File: src/rtl/vx_warp_scheduler_pkg.sv
// rtl/vx_warp_scheduler_pkg.sv - shared constants and types for the warp fetch scheduler
package vx_warp_scheduler_pkg;

    localparam int          DEFAULT_NUM_WARPS   = 4;
    localparam int          DEFAULT_NUM_THREADS = 4;
    localparam int          DEFAULT_PC_WIDTH    = 32;
    localparam logic [31:0] DEFAULT_RESET_PC    = 32'h0;

    // Sequential fetch advances one 32-bit instruction per issue
    localparam int          PC_INC              = 4;

    // Which redirect source, if any, rewrites a warp PC this cycle
    typedef enum logic [1:0] {
        REDIR_NONE   = 2'd0,
        REDIR_JAL    = 2'd1,
        REDIR_BRANCH = 2'd2
    } redirect_sel_e;

endpackage

File: src/rtl/vx_warp_scheduler_if.sv
// rtl/vx_warp_scheduler_if.sv - control/event inputs and fetch outputs of the warp scheduler
interface vx_warp_scheduler_if
    import vx_warp_scheduler_pkg::*;
#(
    parameter int NUM_WARPS   = DEFAULT_NUM_WARPS,
    parameter int NUM_THREADS = DEFAULT_NUM_THREADS,
    parameter int PC_WIDTH    = DEFAULT_PC_WIDTH
);
    localparam int WW = $clog2(NUM_WARPS);

    logic                   stall;
    logic [NUM_WARPS-1:0]   warp_stall;
    logic                   jal_valid;
    logic [WW-1:0]          jal_warp;
    logic [PC_WIDTH-1:0]    jal_dest;
    logic                   branch_valid;
    logic [WW-1:0]          branch_warp;
    logic [PC_WIDTH-1:0]    branch_dest;
    logic                   mask_valid;
    logic [WW-1:0]          mask_warp;
    logic [NUM_THREADS-1:0] mask_value;
    logic                   wspawn_valid;
    logic [WW:0]            wspawn_count;
    logic [PC_WIDTH-1:0]    wspawn_pc;
    logic                   ebreak_valid;
    logic [WW-1:0]          ebreak_warp;
    logic [31:0]            in_instruction;
    logic                   out_valid;
    logic [WW-1:0]          out_warp_num;
    logic [PC_WIDTH-1:0]    out_curr_PC;
    logic [NUM_THREADS-1:0] out_thread_mask;
    logic [31:0]            out_instruction;
    logic                   out_all_done;

    // Scheduler side
    modport master (
        input  stall, warp_stall,
        input  jal_valid, jal_warp, jal_dest,
        input  branch_valid, branch_warp, branch_dest,
        input  mask_valid, mask_warp, mask_value,
        input  wspawn_valid, wspawn_count, wspawn_pc,
        input  ebreak_valid, ebreak_warp,
        input  in_instruction,
        output out_valid, out_warp_num, out_curr_PC, out_thread_mask,
        output out_instruction, out_all_done
    );

    // Pipeline / environment side
    modport slave (
        output stall, warp_stall,
        output jal_valid, jal_warp, jal_dest,
        output branch_valid, branch_warp, branch_dest,
        output mask_valid, mask_warp, mask_value,
        output wspawn_valid, wspawn_count, wspawn_pc,
        output ebreak_valid, ebreak_warp,
        output in_instruction,
        input  out_valid, out_warp_num, out_curr_PC, out_thread_mask,
        input  out_instruction, out_all_done
    );

endinterface

File: src/rtl/vx_warp_scheduler_rr_arbiter.sv
// rtl/vx_warp_scheduler_rr_arbiter.sv - round-robin pick of the first request after the pointer
module vx_rr_arbiter #(
    parameter int N  = 4,
    parameter int WW = $clog2(N)
) (
    input  logic [N-1:0]  req,
    input  logic [WW-1:0] ptr,
    output logic [N-1:0]  grant,
    output logic [WW-1:0] grant_idx,
    output logic          grant_valid
);

    int            cand;
    logic [WW-1:0] cand_w;

    // Scan ptr+1, ptr+2, ... wrapping, ending on ptr itself; first hit wins
    always_comb begin
        grant       = '0;
        grant_idx   = '0;
        grant_valid = 1'b0;
        cand        = 0;
        cand_w      = '0;
        for (int i = 1; i <= N; i++) begin
            cand   = (int'(ptr) + i) % N;
            cand_w = WW'(cand);
            if (!grant_valid && req[cand_w]) begin
                grant_valid   = 1'b1;
                grant_idx     = cand_w;
                grant[cand_w] = 1'b1;
            end
        end
    end

endmodule

File: src/rtl/vx_warp_scheduler.sv
// rtl/vx_warp_scheduler.sv - multi-warp round-robin fetch scheduler feeding decode
module vx_warp_scheduler
    import vx_warp_scheduler_pkg::*;
#(
    parameter int                  NUM_WARPS   = DEFAULT_NUM_WARPS,
    parameter int                  NUM_THREADS = DEFAULT_NUM_THREADS,
    parameter int                  PC_WIDTH    = DEFAULT_PC_WIDTH,
    parameter logic [PC_WIDTH-1:0] RESET_PC    = PC_WIDTH'(DEFAULT_RESET_PC)
) (
    input  logic                clk,
    input  logic                reset,
    vx_warp_scheduler_if.master sched
);

    localparam int WW = $clog2(NUM_WARPS);

    logic [NUM_WARPS-1:0]   active_vec;
    logic [NUM_WARPS-1:0]   active_next;
    logic [NUM_WARPS-1:0]   eligible;
    logic [NUM_WARPS-1:0]   grant;
    logic [WW-1:0]          grant_idx;
    logic                   grant_valid;
    logic                   issue;
    logic [PC_WIDTH-1:0]    pc_arr   [NUM_WARPS];
    logic [NUM_THREADS-1:0] mask_arr [NUM_WARPS];

    logic [WW-1:0]          ptr_q;
    logic                   out_valid_q;
    logic [WW-1:0]          out_warp_q;
    logic [PC_WIDTH-1:0]    out_pc_q;
    logic [NUM_THREADS-1:0] out_mask_q;
    logic                   out_done_q;

    assign issue = !sched.stall && grant_valid;

    vx_rr_arbiter #(.N(NUM_WARPS), .WW(WW)) u_arb (
        .req         (eligible),
        .ptr         (ptr_q),
        .grant       (grant),
        .grant_idx   (grant_idx),
        .grant_valid (grant_valid)
    );

    for (genvar w = 0; w < NUM_WARPS; w++) begin : g_warp
        localparam logic [WW-1:0] WID = WW'(w);

        logic [PC_WIDTH-1:0]    pc_q;
        logic [NUM_THREADS-1:0] mask_q;
        logic                   active_q;
        logic                   jal_hit;
        logic                   br_hit;
        logic                   mask_hit;
        logic                   ebr_hit;
        logic                   spawn_hit;
        logic                   kill;
        redirect_sel_e          redir;

        assign jal_hit   = sched.jal_valid    && (sched.jal_warp    == WID);
        assign br_hit    = sched.branch_valid && (sched.branch_warp == WID);
        assign mask_hit  = sched.mask_valid   && (sched.mask_warp   == WID);
        assign ebr_hit   = sched.ebreak_valid && (sched.ebreak_warp == WID);
        // Warp 0 is never spawned; only inactive warps below the count are woken
        assign spawn_hit = sched.wspawn_valid && (w != 0) && !active_q
                           && ({1'b0, WID} < sched.wspawn_count);
        assign kill      = ebr_hit || (mask_hit && (sched.mask_value == '0));

        // A warp touched by any event this cycle sits out arbitration so the
        // event and a PC+4 never collide on the same register
        assign eligible[w]    = active_q && !sched.warp_stall[w]
                                && !jal_hit && !br_hit && !mask_hit && !ebr_hit;
        assign active_next[w] = spawn_hit || (active_q && !kill);
        assign active_vec[w]  = active_q;
        assign pc_arr[w]      = pc_q;
        assign mask_arr[w]    = mask_q;

        // Redirect source for this warp: jal has priority, inactive warps ignore both
        always_comb begin
            redir = REDIR_NONE;
            if (active_q && jal_hit)
                redir = REDIR_JAL;
            else if (active_q && br_hit)
                redir = REDIR_BRANCH;
        end

        // Per-warp PC, mask and active state
        always_ff @(posedge clk) begin
            if (reset) begin
                active_q <= (w == 0);
                pc_q     <= (w == 0) ? RESET_PC : '0;
                mask_q   <= (w == 0) ? '1 : '0;
            end else begin
                active_q <= active_next[w];
                if (spawn_hit) begin
                    pc_q   <= sched.wspawn_pc;
                    mask_q <= '1;
                end else begin
                    case (redir)
                        REDIR_JAL:    pc_q <= sched.jal_dest;
                        REDIR_BRANCH: pc_q <= sched.branch_dest;
                        default: begin
                            if (issue && grant[w])
                                pc_q <= pc_q + PC_WIDTH'(PC_INC);
                        end
                    endcase
                    if (mask_hit)
                        mask_q <= sched.mask_value;
                end
            end
        end
    end

    // Issue registers and round-robin pointer; outputs hold when nothing issues
    always_ff @(posedge clk) begin
        if (reset) begin
            ptr_q       <= '0;
            out_valid_q <= 1'b0;
            out_warp_q  <= '0;
            out_pc_q    <= '0;
            out_mask_q  <= '0;
            out_done_q  <= 1'b0;
        end else begin
            out_done_q <= (active_next == '0);
            if (issue) begin
                ptr_q       <= grant_idx;
                out_valid_q <= 1'b1;
                out_warp_q  <= grant_idx;
                out_pc_q    <= pc_arr[grant_idx];
                out_mask_q  <= mask_arr[grant_idx];
            end else begin
                out_valid_q <= 1'b0;
            end
        end
    end

    assign sched.out_valid       = out_valid_q;
    assign sched.out_warp_num    = out_warp_q;
    assign sched.out_curr_PC     = out_pc_q;
    assign sched.out_thread_mask = out_mask_q;
    assign sched.out_all_done    = out_done_q;
    // Instruction word is only passed to decode while the pipe is moving
    assign sched.out_instruction = (out_valid_q && !sched.stall) ? sched.in_instruction : 32'b0;

endmodule
File: src/flat_wrapper.sv
// flat-port wrapper written by rule: the top's interface ports become plain ports
module vx_warp_scheduler_flat import vx_warp_scheduler_pkg::*;
#(
    parameter int                  NUM_WARPS   = DEFAULT_NUM_WARPS,
    parameter int                  NUM_THREADS = DEFAULT_NUM_THREADS,
    parameter int                  PC_WIDTH    = DEFAULT_PC_WIDTH,
    parameter logic [PC_WIDTH-1:0] RESET_PC    = PC_WIDTH'(DEFAULT_RESET_PC)
)
  (clk, reset, sched_stall, sched_warp_stall, sched_jal_valid, sched_jal_warp, sched_jal_dest, sched_branch_valid, sched_branch_warp, sched_branch_dest, sched_mask_valid, sched_mask_warp, sched_mask_value, sched_wspawn_valid, sched_wspawn_count, sched_wspawn_pc, sched_ebreak_valid, sched_ebreak_warp, sched_in_instruction, sched_out_valid, sched_out_warp_num, sched_out_curr_PC, sched_out_thread_mask, sched_out_instruction, sched_out_all_done);
  vx_warp_scheduler_if #(.NUM_WARPS(NUM_WARPS), .NUM_THREADS(NUM_THREADS), .PC_WIDTH(PC_WIDTH)) sched_i ();
  input  logic clk;
  input  logic reset;
  input wire logic [$bits(sched_i.stall)-1:0] sched_stall;
  input wire logic [$bits(sched_i.warp_stall)-1:0] sched_warp_stall;
  input wire logic [$bits(sched_i.jal_valid)-1:0] sched_jal_valid;
  input wire logic [$bits(sched_i.jal_warp)-1:0] sched_jal_warp;
  input wire logic [$bits(sched_i.jal_dest)-1:0] sched_jal_dest;
  input wire logic [$bits(sched_i.branch_valid)-1:0] sched_branch_valid;
  input wire logic [$bits(sched_i.branch_warp)-1:0] sched_branch_warp;
  input wire logic [$bits(sched_i.branch_dest)-1:0] sched_branch_dest;
  input wire logic [$bits(sched_i.mask_valid)-1:0] sched_mask_valid;
  input wire logic [$bits(sched_i.mask_warp)-1:0] sched_mask_warp;
  input wire logic [$bits(sched_i.mask_value)-1:0] sched_mask_value;
  input wire logic [$bits(sched_i.wspawn_valid)-1:0] sched_wspawn_valid;
  input wire logic [$bits(sched_i.wspawn_count)-1:0] sched_wspawn_count;
  input wire logic [$bits(sched_i.wspawn_pc)-1:0] sched_wspawn_pc;
  input wire logic [$bits(sched_i.ebreak_valid)-1:0] sched_ebreak_valid;
  input wire logic [$bits(sched_i.ebreak_warp)-1:0] sched_ebreak_warp;
  input wire logic [$bits(sched_i.in_instruction)-1:0] sched_in_instruction;
  output wire logic [$bits(sched_i.out_valid)-1:0] sched_out_valid;
  output wire logic [$bits(sched_i.out_warp_num)-1:0] sched_out_warp_num;
  output wire logic [$bits(sched_i.out_curr_PC)-1:0] sched_out_curr_PC;
  output wire logic [$bits(sched_i.out_thread_mask)-1:0] sched_out_thread_mask;
  output wire logic [$bits(sched_i.out_instruction)-1:0] sched_out_instruction;
  output wire logic [$bits(sched_i.out_all_done)-1:0] sched_out_all_done;
  assign sched_i.stall = sched_stall;
  assign sched_i.warp_stall = sched_warp_stall;
  assign sched_i.jal_valid = sched_jal_valid;
  assign sched_i.jal_warp = sched_jal_warp;
  assign sched_i.jal_dest = sched_jal_dest;
  assign sched_i.branch_valid = sched_branch_valid;
  assign sched_i.branch_warp = sched_branch_warp;
  assign sched_i.branch_dest = sched_branch_dest;
  assign sched_i.mask_valid = sched_mask_valid;
  assign sched_i.mask_warp = sched_mask_warp;
  assign sched_i.mask_value = sched_mask_value;
  assign sched_i.wspawn_valid = sched_wspawn_valid;
  assign sched_i.wspawn_count = sched_wspawn_count;
  assign sched_i.wspawn_pc = sched_wspawn_pc;
  assign sched_i.ebreak_valid = sched_ebreak_valid;
  assign sched_i.ebreak_warp = sched_ebreak_warp;
  assign sched_i.in_instruction = sched_in_instruction;
  assign sched_out_valid = sched_i.out_valid;
  assign sched_out_warp_num = sched_i.out_warp_num;
  assign sched_out_curr_PC = sched_i.out_curr_PC;
  assign sched_out_thread_mask = sched_i.out_thread_mask;
  assign sched_out_instruction = sched_i.out_instruction;
  assign sched_out_all_done = sched_i.out_all_done;
  vx_warp_scheduler #(.NUM_WARPS(NUM_WARPS), .NUM_THREADS(NUM_THREADS), .PC_WIDTH(PC_WIDTH), .RESET_PC(RESET_PC)) u_core (.clk(clk), .reset(reset), .sched(sched_i));
endmodule
File: config.mk
export PLATFORM = sky130hd
export DESIGN_NAME = vx_warp_scheduler_flat
export DESIGN_NICKNAME = d
export VERILOG_FILES = /design/src/rtl/vx_warp_scheduler_pkg.sv /design/src/rtl/vx_warp_scheduler_if.sv /design/src/rtl/vx_warp_scheduler_rr_arbiter.sv /design/src/rtl/vx_warp_scheduler.sv /design/src/flat_wrapper.sv
export SDC_FILE = /design/constraint.sdc
export NUM_CORES = 1
export LEC_CHECK = 0
export BUFFER_PORTS_ARGS = -buffer_cell sky130_fd_sc_hd__buf_2
export CAP_MARGIN = 20
export CORE_MARGIN = 1.5
export CORE_UTILIZATION = 40
export DETAILED_ROUTE_END_ITERATION = 8
export GPL_ROUTABILITY_DRIVEN = 1
export PLACE_DENSITY_LB_ADDON = 0.15
export RECOVER_POWER = 100
export SETUP_SLACK_MARGIN = 0.4
export SYNTH_ARGS = -nofsm -noshare
export SYNTH_HDL_FRONTEND = slang
export SYNTH_SLANG_ARGS = --single-unit
File: constraint.sdc
create_clock -name clk -period 7.2 [get_ports clk]
set_clock_uncertainty 0.15 [all_clocks]
set_input_delay 0.36 -clock clk [delete_from_list [all_inputs] [get_ports clk]]
set_output_delay 0.36 -clock clk [all_outputs]
set_load 0.005 [all_outputs]
# Word level (Yosys, flattened, before mapping)
# Cells that the tools add are included.
# totals
ff_bits	188
inputBits	155
output_inout_bits	72
wordCells	244
# classes
n_addsub	8
magnitude_cmp	12
n_eq_ne	20
n_mux	61
n_bitwise	4
reduce_logical	122
# op_table
operator	count
32-bit two-way mux	10
32-bit one-hot mux with 2 select lines	4
32-bit by 3-bit adder with 32-bit output (second input constant)	4
1-bit logical AND	71
32-bit binary-select mux with 2-bit select	1
4-bit two-way mux	12
1-bit logical NOT	31
2-bit == test (second input constant)	12
2-bit two-way mux	12
2-bit by 1-bit == test with 1-bit output (second input constant)	8
1-bit two-way mux	13
2-bit by 3-bit < comparator with 1-bit output (second input constant)	4
4-bit OR	3
4-bit nonzero test	3
1-bit binary-select mux with 2-bit select	4
4-bit binary-select mux with 2-bit select	1
1-bit demux with 2-bit select	4
2-bit by 1-bit >= comparator with 1-bit output (second input constant)	4
2-bit logical NOT	4
4-bit logical NOT	2
1-bit logical OR	7
2-bit by 3-bit < comparator with 1-bit output (first input constant)	2
2-bit nonzero test	3
2-bit by 1-bit adder with 2-bit output (second input constant)	2
5 further kinds	6

# Depth between registers and ports, before layout
# depth
word_depth	24
depth_mapped	13
ltp_nobuf	10

# By module
# Synthesis repeated with hierarchy kept, for this count alone.
# hier_totals
cells_unflattened	1617
hier_area_um2	13051.3
# modules_own_cells
module	n_inst	cells_per_inst	area_each_um2	seq_area_each_um2
vx_warp_scheduler	1	1549	12525.8	3763.6
vx_rr_arbiter	1	68	525.5	0.0

# Least setup slack after synthesis
# No wires, ideal clock.
# synth_timing
path_kind	register -> register
start	register u_core.ptr_q[0]
end	register u_core.g_warp[3].pc_q[16]
setup_ns	0.086
arrival_time_ns	3.239
required_time_ns	6.964
path_slack_ns	3.724
path_stages_with_launch	11
synth_period_minus_slack_ns	3.476
path_cell_list	dfxtp_1 buf_2 clkinv_1 ha_1 clkbuf_1 mux4_2 buf_4 o2bb2ai_1 a21oi_4 a221o_1 a221oi_2
# synth_via
elab_chain_cells	16
# synth_lines
item	line	rtl
from (decl)	vx_warp_scheduler.sv:27	logic [WW-1:0] ptr_q;
from (signal assigned)	vx_warp_scheduler.sv:124	ptr_q <= grant_idx;
parallel branches: the longest is 14 deep, another holds 2-bit by 3-bit < comparator with 1-bit output	-	
1-bit logical AND (*)	vx_warp_scheduler.sv:101	if (issue && grant[w])
4-bit nonzero test (no source line) (*)	-	
to (signal assigned)	vx_warp_scheduler.sv:98	REDIR_JAL: pc_q <= sched.jal_dest;
to (signal assigned)	vx_warp_scheduler.sv:99	REDIR_BRANCH: pc_q <= sched.branch_dest;
to (signal assigned)	vx_warp_scheduler.sv:102	pc_q <= pc_q + PC_WIDTH'(PC_INC);
to (decl)	vx_warp_scheduler.sv:47	logic [PC_WIDTH-1:0] pc_q;
# Mark *: on every way between the ends. The select of a mux whose other input is x is not followed.
# A chain may end at the register's enable or synchronous reset.

# Worst setup path after layout
# layout_timing
start	register u_core.ptr_q[1]
end	register u_core.g_warp[0].pc_q[31]
# layout_via
elab_chain_cells	16
# layout_lines
item	line
parallel branches: the longest is 14 deep, another holds 2-bit by 3-bit < comparator with 1-bit output	-
1-bit logical AND (*)	vx_warp_scheduler.sv:101
3-bit nonzero test (no source line) (*)	-
to (signal assigned)	vx_warp_scheduler.sv:98
to (signal assigned)	vx_warp_scheduler.sv:99
to (signal assigned)	vx_warp_scheduler.sv:102
to (decl)	vx_warp_scheduler.sv:47
# Marked as above.

==> summary.md <==
| Metric | Value |
|---|---|
| Outcome | `finished with violations` |
| Failing checks | `design-rule violations, max-capacitance violations, max-slew violations` |
| Hold Buf Count CTS | `0` |
| Largest net degree at the start of global routing | `89` |
| R2r setup slk | `between 1 and 1.5 ns` |
| Post-CTS Setup Repair Bufs | `0` |
| Grt ovf | `0` |
| Max-cap violations | `3` |
| Max IR drop VDD | `178.2 uV` |
| Placed inst area | `about 15,000 um^2` |
| Htree depth | `4` |
| Synthesized instance count | `1,751` |
| Critical Path End | `u_core.g_warp[0].pc_q[31]$_SDFFE_PP0P_` |
| Largest stage delay, worst path | `1.21 ns` |
| Max-slew headroom | `-175.7%` |
| TritonRoute pass-1 iters | `9` |
| Crit start category | `register` |
| Leading cell types in the layout, fill and taps excluded | `buf_2 (201), o21ai_0 (190), dfxtp_1 (187), nand2_1 (112), nor2_1 (99)` |
| Seq/Total Area, Yosys | `27.27%` |
| TritonCTS clock tree | `done` |
| PortBufs | `226` |
| Site row count | `67` |
| Core ar. | `about 34,000 um^2` |
| Slew @ Worst Pin | `4.135 ns` |
| Initial antenna violation count | `2` |
| Clock Sinks | `188` |
| Crit-path cells | `inv_1, ha_1, mux4_2, a41oi_1, buf_4, o21ai_0, clkbuf_1, o41ai_1, a211oi_1` |
| Layout cells sized above 1 | `18.14%` |
| Slew Limit Fails | `between 200 and 250` |
| Critical register-to-register path startpoint | `u_core.ptr_q[1]$_SDFFE_PP0P_` |
| R2R Path End | `u_core.g_warp[0].pc_q[31]$_SDFFE_PP0P_` |
| Aggregate global-route resource usage | `about a third` |
| First-pass GRT wire length | `90,160 um` |
| Hold WC Path Type | `primary input to register` |
| Via density | `6.820` |
| Ys flop type | `dfxtp_1` |
| Ports | `227` |
| Max Fclk | `0.1711 GHz` |
| Mapped Area | `between 10,000 and 15,000 um^2` |
| Die Wd | `188.7 um` |
| Crit-path max FO | `43` |
| Leak pwr | `5.393 nW` |
| Fillers | `3,403` |
| Period minus WS final | `5.846 ns` |
| Hold Violations, Final | `0` |
| Hpwl dp | `43,780 um` |
| Asr flop ratio synth | `0%` |
| DRC viols | `6` |
| Clk_lat worst skew | `0.46 ns` |
| Post-cts resize count | `0` |
| Worst reg2reg path depth | `9` |
| WP data required | `approximately 7 ns` |
| DR vias | `between 15,000 and 20,000` |
| Power Dens Cells | `200.9 nW/um^2` |
| Setup Viol. Count Final | `0` |
| Clock buffer count from CTS | `17` |
| Most common cell after layout, fill and taps aside | `buf_2` |
| Gpl congestion | `a little under 1` |
| Vias in the first global route | `14,420` |
| Slowest CP cell | `a41oi_1` |
| Design area | `about 16,000 um^2` |
| Synthesized area per cell | `7.881 um^2` |
| CP arrival | `5.85 ns` |
| Starting Density | `40.85%` |
| Period utilization | `81.19%` |
| Crit path from | `u_core.ptr_q[1]$_SDFFE_PP0P_` |
| Area delta synth->final | `13.26%` |
| Synth warnings | `0` |
| Syn nets | `between 1,500 and 2,000` |
| Final wirelength | `60,820 um` |
| Routed Antenna Nets | `0` |
| Root Driver | `clkbuf_16` |
| Die area | `35,620 um^2` |
| Drt initial violations | `2,370` |
| Nets | `2,034` |
| DIE HEIGHT | `188.7 um` |
| Critical path type | `register to register` |
| Synth unique cells | `86` |
| Synth Register Bits | `188` |
| Routed len/inst | `approximately 26 um` |
| CP Capture Type | `register` |
| RSZ-0062 raised after global routing | `no` |
| EDFF count, synth | `0` |
| Setup TNS | `0 ns` |
| Maximum clock path buffer count | `2` |
| Reg clk slew, reported paths | `0.08 ns` |
-- cells in the mapped netlist (40+ instances only) --
cell	count	share of area (%)
a21oi_1	97	3.5
clkbuf_1	126	3.4
nand2_1	112	3.0
a211oi_1	94	5.1
a22o_1	40	2.5
o21ai_0	187	6.8
nor2_1	105	2.9
nand3_1	60	2.2
dfxtp_1	188	27
mux2i_1	46	3.3
and2_1	46	2.1
nor3_1	50	1.8
a221oi_1	84	5.3
nand4_1	43	1.9
-- worst min path at each step --
stage	start	end	slack [ns]	cells after the start
2_1_floorplan	u_core.g_warp[2].pc_q[1]$_SDFFE_PP0P_	u_core.g_warp[2].pc_q[1]$_SDFFE_PP0P_	0.29	2
3_3_place_gp	u_core.g_warp[2].pc_q[1]$_SDFFE_PP0P_	u_core.g_warp[2].pc_q[1]$_SDFFE_PP0P_	0.30	2
6_report	sched_mask_value[0]	u_core.g_warp[1].mask_q[0]$_SDFFE_PP0P_	0.09	3
3_5_place_dp	u_core.g_warp[2].pc_q[1]$_SDFFE_PP0P_	u_core.g_warp[2].pc_q[1]$_SDFFE_PP0P_	0.30	2
4_1_cts	sched_mask_value[0]	u_core.g_warp[3].mask_q[0]$_SDFFE_PP0P_	0.06	3
5_1_grt	sched_mask_value[0]	u_core.g_warp[0].mask_q[0]$_SDFFE_PP1P_	0.09	3
-- through the flow --
step	worst slack [ns]	total power [mW]	std cells	utilization (%)	hold slack, ns
floorplan	3.724	1.792	1751	-	0.2857
CTS	2.416	3.123	2326	46.48	0.06361
detailed placement	2.404	2.152	2294	44.75	0.3031
global route	1.098	3.263	2329	46.26	0.08703
global placement	2.502	2.145	2294	44.75	0.2958
finish	1.354	3.140	2329	46.26	0.08908
-- worst max-delay path, delay by kind of cell, from the launching register on --
family                     cells  cell delay, ns
AOI/OAI and AO/OA              4            1.99
adders and majority gates      1            0.62
buffers and inverters          3            1.26
DFF                            1            0.68
muxes                          1            0.80
-- report_power, final --
group	switching (mW)	total [mW]	internal (mW)
registers	0.110	1.24	1.13
logic	0.587	0.912	0.324
clock network	0.496	0.988	0.492
total	1.19	3.14	1.95
-- metal layers --
| metal | up-vias | global-route usage [%] | part of all wire (%) |
|---|---|---|---|
| met2 | 1031 | 49.00 | 42 |
| met5 | - | 0 | 0 |
| met3 | 118 | 9.313 | 13 |
| met4 | 0 | 9.402 | 2.3 |
| met1 | 7623 | 46.58 | 42 |
| li1 | 7112 | - | - |
-- final cells by class --
| type | count | area, um^2 | area share, % |
|---|---|---|---|
| clock buffers | 17 | 425.4 | 2.722 |
| inverters | 22 | 82.58 | 0.5284 |
| repair buffers | 263 | 1368 | 8.750 |
| clock inverters | 15 | 161.4 | 1.033 |
| diodes | 1 | 2.502 | 0.01601 |
| flip-flops and latches | 188 | 3765 | 24.09 |
| well taps | 448 | 560.5 | 3.587 |
| multi-input cells | 1375 | 9264 | 59.27 |
-- flip-flops by register name, summed over array words and instances, names as in the netlist --
name	count
u_core.sched.out_valid	1
u_core.ptr_q	2
u_core.sched.out_thread_mask	4
u_core.g_warp.pc_q	128
u_core.g_warp.active_q	4
u_core.sched.out_curr_PC	32
u_core.sched.out_all_done	1
u_core.g_warp.mask_q	16
-- kinds of logic after synthesis --
kind of cell / share of synthesized area, %
fa+ha+maj: 1.088
flops: 27.27
simple gates: 19.98
xor+xnor: 2.793
compound gates: 36.16
mux: 6.927
buf+inv: 5.776
Note: power is estimated with default switching activity, not from simulation.
